===== src/rtl/game_step_engine.sv =====
// game_step_engine
//   Shifts and merges an NxN 2048 board in one direction, one line per clock.
//   Accumulates a saturating score, reports whether anything moved, and
//   produces the win/lose verdict for the resulting board.
// Ports
//   clk, rst          system clock, synchronous active-high reset
//   enable            1 = FSM advances, 0 = every register holds
//   start             move request, accepted only in IDLE
//   goal              win exponent (win when any tile >= 1 << goal)
//   direction         one-hot {right, left, down, up}
//   board_in          [row][col] snapshot, captured on the start edge
//   board_out         resulting board, updated only when done pulses
//   busy, done        state != IDLE / one-cycle result strobe
//   moved, score, wl  board changed / running score / verdict (11 = working)
//
// state | meaning
// IDLE  | waiting for start
// LINE  | processing line idx (N cycles)
// CHECK | evaluating win/lose on the working board
// DONE  | results presented, done high
module game_step_engine #(
  parameter int N       = 4,
  parameter int TW      = 12,
  parameter int SCORE_W = 20
) (
  input  logic                            clk,
  input  logic                            rst,
  input  logic                            enable,
  input  logic                            start,
  input  logic [3:0]                      goal,
  input  logic [3:0]                      direction,
  input  logic [N-1:0][N-1:0][TW-1:0]     board_in,
  output logic [N-1:0][N-1:0][TW-1:0]     board_out,
  output logic                            busy,
  output logic                            done,
  output logic                            moved,
  output logic [SCORE_W-1:0]              score,
  output logic [1:0]                      wl
);

  localparam logic [1:0] S_IDLE  = 2'd0;
  localparam logic [1:0] S_LINE  = 2'd1;
  localparam logic [1:0] S_CHECK = 2'd2;
  localparam logic [1:0] S_DONE  = 2'd3;

  localparam int             IW   = $clog2(N);
  localparam logic [IW-1:0]  LAST = IW'(N - 1);
  localparam logic [TW-1:0]  MAXV = {1'b1, {(TW-1){1'b0}}};
  // wide enough for score plus one line's worth of merges without wrapping
  localparam int             AW   = ((SCORE_W > TW) ? SCORE_W : TW) + IW + 1;

  logic [1:0]                      state;
  logic [IW-1:0]                   idx;
  logic [3:0]                      dir_q;
  logic                            moved_acc;
  logic [N-1:0][N-1:0][TW-1:0]     work;
  logic [N-1:0][N-1:0][TW-1:0]     work_upd;

  logic [TW-1:0] ln  [N];
  logic [TW-1:0] cmp [N+1];
  logic [TW-1:0] res [N];
  logic [TW-1:0] mv;
  logic [AW-1:0] gain;
  logic [AW-1:0] sum;
  logic [SCORE_W-1:0] score_nxt;
  logic          line_chg;
  logic          dir_ok;
  logic          skip;
  int            cnt;
  int            o;

  assign dir_ok = $onehot(dir_q);
  assign busy   = (state != S_IDLE);

  // Current line, ordered from the leading edge of the move.
  always_comb begin
    for (int k = 0; k < N; k++) begin
      ln[k] = '0;
      case (dir_q)
        4'b0001: ln[k] = work[k][idx];
        4'b0010: ln[k] = work[N-1-k][idx];
        4'b0100: ln[k] = work[idx][k];
        4'b1000: ln[k] = work[idx][N-1-k];
        default: ln[k] = work[idx][k];
      endcase
    end
  end

  // Compact, then merge; cmp[N] is a permanent zero so the pair look-ahead
  // never leaves the array.
  always_comb begin
    for (int j = 0; j <= N; j++) cmp[j] = '0;
    for (int j = 0; j < N; j++) res[j] = '0;
    cnt      = 0;
    o        = 0;
    skip     = 1'b0;
    mv       = '0;
    gain     = '0;
    line_chg = 1'b0;
    for (int k = 0; k < N; k++) begin
      if (ln[k] != '0) begin
        for (int j = 0; j < N; j++)
          if (j == cnt) cmp[j] = ln[k];
        cnt++;
      end
    end
    for (int k = 0; k < N; k++) begin
      if (skip) begin
        skip = 1'b0;
      end else if (cmp[k] != '0) begin
        // the top tile value cannot double within TW bits, so it never merges
        if ((cmp[k] == cmp[k+1]) && (cmp[k] != MAXV)) begin
          mv   = cmp[k] << 1;
          gain = gain + AW'(mv);
          skip = 1'b1;
        end else begin
          mv = cmp[k];
        end
        for (int j = 0; j < N; j++)
          if (j == o) res[j] = mv;
        o++;
      end
    end
    for (int k = 0; k < N; k++)
      if (res[k] != ln[k]) line_chg = 1'b1;
  end

  always_comb begin
    work_upd = work;
    if (dir_ok) begin
      for (int k = 0; k < N; k++) begin
        case (dir_q)
          4'b0001: work_upd[k][idx]     = res[k];
          4'b0010: work_upd[N-1-k][idx] = res[k];
          4'b0100: work_upd[idx][k]     = res[k];
          default: work_upd[idx][N-1-k] = res[k];
        endcase
      end
    end
  end

  always_comb begin
    sum       = AW'(score) + gain;
    score_nxt = (sum > AW'({SCORE_W{1'b1}})) ? {SCORE_W{1'b1}} : sum[SCORE_W-1:0];
  end

  logic          win;
  logic          lose;
  logic          can_move;
  logic [TW-1:0] thr;

  always_comb begin
    thr      = TW'(1) << goal;
    win      = 1'b0;
    can_move = 1'b0;
    for (int r = 0; r < N; r++)
      for (int c = 0; c < N; c++) begin
        if ((int'(goal) < TW) && (work[r][c] >= thr)) win = 1'b1;
        if (work[r][c] == '0) can_move = 1'b1;
      end
    for (int r = 0; r < N; r++)
      for (int c = 0; c < N - 1; c++)
        if (work[r][c] == work[r][c+1]) can_move = 1'b1;
    for (int r = 0; r < N - 1; r++)
      for (int c = 0; c < N; c++)
        if (work[r][c] == work[r+1][c]) can_move = 1'b1;
    lose = !can_move;
  end

  always_ff @(posedge clk) begin
    if (rst) begin
      state     <= S_IDLE;
      idx       <= '0;
      dir_q     <= '0;
      moved_acc <= 1'b0;
      work      <= '0;
      board_out <= '0;
      moved     <= 1'b0;
      score     <= '0;
      wl        <= 2'b00;
      done      <= 1'b0;
    end else if (enable) begin
      done <= 1'b0;
      case (state)
        S_IDLE: begin
          if (start) begin
            work      <= board_in;
            dir_q     <= direction;
            idx       <= '0;
            moved_acc <= 1'b0;
            wl        <= 2'b11;
            state     <= S_LINE;
          end
        end
        S_LINE: begin
          work <= work_upd;
          if (dir_ok) begin
            score     <= score_nxt;
            moved_acc <= moved_acc | line_chg;
          end
          if (idx == LAST) state <= S_CHECK;
          else             idx   <= idx + 1'b1;
        end
        S_CHECK: begin
          board_out <= work;
          moved     <= moved_acc;
          wl        <= win ? 2'b10 : (lose ? 2'b01 : 2'b00);
          done      <= 1'b1;
          state     <= S_DONE;
        end
        default: state <= S_IDLE;
      endcase
    end
  end

endmodule

===== config.mk =====
export PLATFORM = sky130hd
export DESIGN_NAME = game_step_engine
export DESIGN_NICKNAME = d
export VERILOG_FILES = /design/src/rtl/game_step_engine.sv
export SDC_FILE = /design/constraint.sdc
export NUM_CORES = 2
export LEC_CHECK = 0
export CAP_MARGIN = 25
export CORE_MARGIN = 2
export CORE_UTILIZATION = 40
export DETAILED_ROUTE_END_ITERATION = 12
export GPL_TIMING_DRIVEN = 0
export HOLD_SLACK_MARGIN = 0.1
export PLACE_DENSITY_LB_ADDON = 0.25
export SYNTH_ARGS = -nofsm -noshare
export SYNTH_HDL_FRONTEND = slang
export SYNTH_SLANG_ARGS = --single-unit

===== constraint.sdc =====
create_clock -name clk -period 11.1 [get_ports clk]
set_clock_uncertainty 0.05 [all_clocks]
set_input_delay 2.22 -clock clk [delete_from_list [all_inputs] [get_ports clk]]
set_output_delay 2.22 -clock clk [all_outputs]
set_load 0.02 [all_outputs]

==> key figures, run 1 <==
Global routing
  – Overflow left after global routing: 20
  – Overall global routing resource usage: 0.739
  – Maximum number of pins on one net before global-route repair: 19
  – First-pass GRT wire length: 552000 um
  – Number of global-route vias before repair: 60900

Run status
  – Run status: stopped before the end
  – Stop Error: [ERROR GRT-0116] Global routing finished with congestion. Check the congestion regions in the DRC Viewer.
  – Failed at: global routing (5_1_grt)

Die
  – Die height: 331 um
  – Effective utilization at floorplan: 0.404
  – I/O Pins: 421
  – Number of standard-cell rows in the floorplan: 119
  – Chip Width: 331 um

Placed design
  – Cell total after placement: 7782
  – DP Wirelength: 300000 um
  – Buffers on Ports: 418
  – Global placement routability congestion: 1.26

Clock network
  – Number of buffers inserted during clock tree synthesis: 53
  – Htree depth: 2
  – Cts-stage hold buffer count: 0
  – Cell chosen for the clock root: sky130_fd_sc_hd__clkbuf_16
  – Clock tree sinks: 417
  – Maximum buffer depth of the clock tree: 3

Yosys
  – Mean instance size in the synthesized netlist: 7.39 um^2
  – Count of flip-flops with a built-in enable after synthesis: 0
  – Warnings from Yosys: 0
  – Proportion of synthesized flip-flops having asynchronous set or reset: 0
  – Main flop type after synthesis: sky130_fd_sc_hd__dfxtp_1
  – Unique masters post-synth: 131
  – Netlist area before placement: 42700 um^2
  – Cell types occupying the most area after synthesis: sky130_fd_sc_hd__dfxtp_1, sky130_fd_sc_hd__a21oi_1, sky130_fd_sc_hd__ha_1, sky130_fd_sc_hd__nand2_1, sky130_fd_sc_hd__xnor2_1
  – Post-Synthesis Cells: 5768
  – Portion of the post-synthesis area used by sequential elements: 0.196
  – Proportion of netlist area held by the largest area contributor: 0.196
  – Count of state elements after synthesis: 417
  – Library cell with the largest summed area after synthesis: sky130_fd_sc_hd__dfxtp_1
-- synth_stat cells (all sizes together), types with 13 or more instances --
cell type    n
a21boi      13
nor2b       44
nand4      101
o21a        14
nor3        91
a22oi       82
nand3       88
clkbuf     494
xor2        48
and2        31
o21ai      274
ha         249
inv        118
o221ai      69
a31oi       41
a222oi      33
mux4        50
a211oi     104
dfxtp      417
mux2i      166
and3        24
o21bai      20
a311oi      18
a22o        40
a221oi     100
nor2       351
mux2        66
buf        138
o2111ai     22
a21o        68
o211ai      87
nand2b      70
a221o       41
a32oi       16
a2111oi     21
nor4        91
a21oi      663
o22ai      137
xnor2      319
nand2      786
-- per-layer routing --
metal,global-route usage,overflow
met1,0.770,0
met2,0.861,10
met3,0.619,0
met4,0.664,10
met5,0.385,0
-- metrics by stage --
step | setup TNS, ns | hold slack (ns) | cell area, um^2 | setup WS, ns
2_1_floorplan | 0 | 0.394 | 42700 | 0.411
3_3_place_gp | -387.35 | 0.392 | 48600 | -3.36
3_5_place_dp | -300.00 | 0.396 | 51600 | -3.51
4_1_cts | 0 | 0.404 | 54300 | 0.0147
-- logic make-up after synthesis --
group,synth area share
and+or+nand+nor,0.189
other,0.0000879
DFF,0.196
xor gates and xnor gates,0.0754
AOI/OAI and AO/OA,0.308
adders and majority gates,0.0749
muxes,0.0837
buffers and inverters,0.0730
-- what timing repair did --
item | 4_1_cts
setup buffers | 20
setup endpoints to repair | 213
pin swaps | 12
gates resized for setup | 183
gates cloned | 2
==> inputs of run 2 (changes only) <==
--- a/config.mk
+++ b/config.mk
@@ -7,11 +7,10 @@
 export LEC_CHECK = 0
 export CAP_MARGIN = 25
 export CORE_MARGIN = 2
-export CORE_UTILIZATION = 40
+export CORE_UTILIZATION = 25
 export DETAILED_ROUTE_END_ITERATION = 12
 export GPL_TIMING_DRIVEN = 0
-export HOLD_SLACK_MARGIN = 0.1
-export PLACE_DENSITY_LB_ADDON = 0.25
+export PLACE_DENSITY_LB_ADDON = 0.15
 export SYNTH_ARGS = -nofsm -noshare
 export SYNTH_HDL_FRONTEND = slang
 export SYNTH_SLANG_ARGS = --single-unit
==> constraint.sdc (replaced) <==
create_clock -name clk -period 14.4 [get_ports clk]
set_clock_uncertainty 0.05 [all_clocks]
set_input_delay 2.88 -clock clk [delete_from_list [all_inputs] [get_ports clk]]
set_output_delay 2.88 -clock clk [all_outputs]
set_load 0.02 [all_outputs]
==> key figures, run 2 <==
Run status
  – Run status: finished, violations left
  – Violated checks: max-slew violations

Global routing
  – Antenna violations before repair: 91
  – Overall global routing resource usage: 0.524
  – Number of global-route vias before repair: 54400
  – Overflow left after global routing: 0
  – First-pass GRT wire length: 593000 um
  – Maximum number of pins on one net before global-route repair: 20

Clock network
  – Cell chosen for the clock root: sky130_fd_sc_hd__clkbuf_16
  – Clock tree sinks: 417
  – Clock transition time at the flip-flop clock pins of the worst setup and hold paths: 0.06 ns
  – Number of buffers inserted during clock tree synthesis: 57
  – Cts-stage hold buffer count: 0
  – Insertion delay to the later sink of the worst-skew pair: 0.78 ns
  – Htree depth: 2
  – Clock tree from TritonCTS: built
  – Maximum buffer depth of the clock tree: 3

Yosys
  – Most numerous cell in the Yosys netlist: sky130_fd_sc_hd__nand2_1
  – Main flop type after synthesis: sky130_fd_sc_hd__dfxtp_1
  – Portion of the post-synthesis area used by sequential elements: 0.196
  – Proportion of synthesized flip-flops having asynchronous set or reset: 0
  – Proportion of netlist area held by the largest area contributor: 0.196
  – Unique masters post-synth: 131
  – Warnings from Yosys: 0
  – Netlist area before placement: 42700 um^2
  – Post-Synthesis Cells: 5768
  – Count of flip-flops with a built-in enable after synthesis: 0
  – Library cell with the largest summed area after synthesis: sky130_fd_sc_hd__dfxtp_1
  – Leading cell types by count after synthesis: sky130_fd_sc_hd__nand2_1, sky130_fd_sc_hd__a21oi_1, sky130_fd_sc_hd__clkbuf_1
  – Mean instance size in the synthesized netlist: 7.39 um^2
  – Count of state elements after synthesis: 417
  – Cell types occupying the most area after synthesis: sky130_fd_sc_hd__dfxtp_1, sky130_fd_sc_hd__a21oi_1, sky130_fd_sc_hd__ha_1, sky130_fd_sc_hd__nand2_1, sky130_fd_sc_hd__xnor2_1

Power and ir drop
  – Part of the power in combinational logic: 0.791
  – Worst vdd ir: 0.260 mV
  – Net switching share of the total power: 0.650
  – Share of total power in sequential cells: 0.094
  – Share of total power in the clock network: 0.115
  – Pleak: 19.6 nW
  – Internal Power: 4.87 mW
  – Net switching power figure: 9.03 mW
  – Total power density per cell area: 247 nW/um^2

Finish
  – Fraction of layout cells with a size suffix above 1: 0.126
  – Regs by FF count: board_out (192), work (192), score (20)
  – Post-synthesis to final-layout area growth: 32.0%
  – Number of fill cells: 18300
  – Final Net Count: 6984
  – Highest-count cells in the layout ignoring fill and taps: sky130_fd_sc_hd__nand2_1, sky130_fd_sc_hd__a21oi_1, sky130_fd_sc_hd__clkdlybuf4s50_1
  – Most common library cell in the layout ignoring fill and taps: sky130_fd_sc_hd__nand2_1
  – Post-Route Utilization: 0.332

Hold path
  – Type of the tightest min-delay check: reg2reg

STA
  – Number of pins exceeding their max-slew limit in the final report: 2
  – Min Clock Period, post-route: 14.02 ns
  – Final number of setup-violating endpoints: 0
  – Hold Vio Cnt, Final: 0
  – Tightest Pin Transition: 1.57 ns
  – Worst-case hold slack: 0.402 ns
  – Final Worst Setup Slack: 0.383 ns
  – Setup repair after global routing missed its margin: no
  – Max-slew headroom: -0.0472
  – Highest Clock Rate: 71.3 MHz
  – Final critical-path share of the clock period: 0.973

Die
  – Number of standard-cell rows in the floorplan: 151
  – I/O Pins: 421
  – Chip Width: 417 um
  – Die height: 417 um
  – Die outline area: 174000 um^2
  – Effective utilization at floorplan: 0.252
  – Area of the core region: 169000 um^2

Placed design
  – Global placement routability congestion: 1.11
  – DP Wirelength: 371000 um
  – Buffers on Ports: 418
  – Pre-CTS worst setup slack: -0.912 ns

Drt
  – Detailed-router iteration count before antenna repair: 9
  – Drt first-iter violations: 10300
  – Detail-routed via count per cell: 6.85
  – Average detailed-routed wire length per instance: 53.7 um
  – Number of vias after detailed routing: 60600
  – Detail Route Antenna Nets: 0
  – DRC violation count after routing: 0
  – Total Routed Length: 475000 um

Critical path
  – Maximum net fanout on the critical path: 10
  – Worst endpoint data arrival time: 14.60 ns
  – Worst path slowest cell: sky130_fd_sc_hd__dfxtp_2
  – Slowest Stage Delay on Critical Path: 0.50 ns
  – Worst Setup End Kind: flop
  – FF-to-FF setup slack: 0.38 ns
  – Setup CP Type: reg2reg
  – Crit-path most repeated cell: sky130_fd_sc_hd__a21oi_1
  – Worst path required time: 14.98 ns
  – Startpoint kind of the worst setup timing path: flop

Flow run
  – Max-capacitance violation count: 0
-- run 2: cell counts after synthesis --
No cell type changed its count.
-- run 2: worst max-delay path, delay by kind of cell (launching register included) --
family / cells / cell delay, ns
compound gates: 20 / 4.44
xor+xnor: 3 / 0.32
fa+ha+maj: 5 / 1.74
buf+inv: 14 / 3.87
flops: 1 / 0.50
mux: 1 / 0.47
simple gates: 12 / 2.42
-- run 2: final cells by class --
class,instances,area (um^2),area share
Clock buffer,75,1560,0.0278
Buffer,631,2790,0.0495
Multi-Input combinational cell,4599,31500,0.559
Inverter,121,457,0.00811
Clock inverter,29,410,0.00729
Timing Repair Buffer,700,8350,0.148
Sequential cell,417,8350,0.148
Tap cell,2218,2780,0.0493
Antenna cell,58,145,0.00258
-- run 2: repair_timing --
| item | CTS | global route |
|---|---|---|
| endpoints found under the setup margin | 20 | 20 |
| resized for setup | 9 | 24 |
| buffers inserted | 0 | 0 |
-- run 2: cells by family (layout without fill, tap and decap cells) --
kind of cell	after synthesis	after routing	share of synthesized area
AOI/OAI and AO/OA	1963	1963	0.308
muxes	282	282	0.0837
DFF	417	417	0.196
other	1	60	0.0000879
and+or+nand+nor	1732	1732	0.189
adders and majority gates	253	253	0.0749
xor gates and xnor gates	367	367	0.0754
buffers and inverters	753	1556	0.0730
-- run 2: power groups by stage --
stage | registers, mW | logic (mW) | clock network, mW
2_1_floorplan | 1.28 | 4.44 | 0
4_1_cts | 1.29 | 9.97 | 1.60
6_report | 1.30 | 11.0 | 1.60
3_3_place_gp | 1.31 | 9.25 | 0
3_5_place_dp | 1.32 | 9.93 | 0
5_1_grt | 1.30 | 10.6 | 1.64
-- run 2: path summary, 6_finish.rpt --
path                  from       endpoint  cells past startpoint
max                 idx[1]      score[17]                     55
min          board_out[91]  board_out[91]                      2
max reg2reg         idx[1]      score[17]                     55
min reg2reg  board_out[91]  board_out[91]                      2
-- run 2: through the flow --
step | setup TNS, ns | instance area [um^2] | instances | total power, mW
floorplan | 0 | 42700 | 5769 | 5.72
global placement | -42.77 | 49600 | 8405 | 10.6
detailed placement | -13.43 | 53800 | 8666 | 11.3
CTS | 0 | 55800 | 8769 | 12.9
global route | 0 | 56200 | 8798 | 13.6
finish | 0 | 56300 | 8848 | 13.9
-- run 2: routing by layer --
layer  part of all wire  GRT usage  vias to the layer above
li1                   -          -                    22900
met1               0.37      0.603                    29900
met2               0.39      0.713                     5767
met3               0.13      0.238                     1902
met4               0.11      0.490                       38
met5            0.00064          0                        -
No activity file was read; power rests on OpenSTA's default activity.
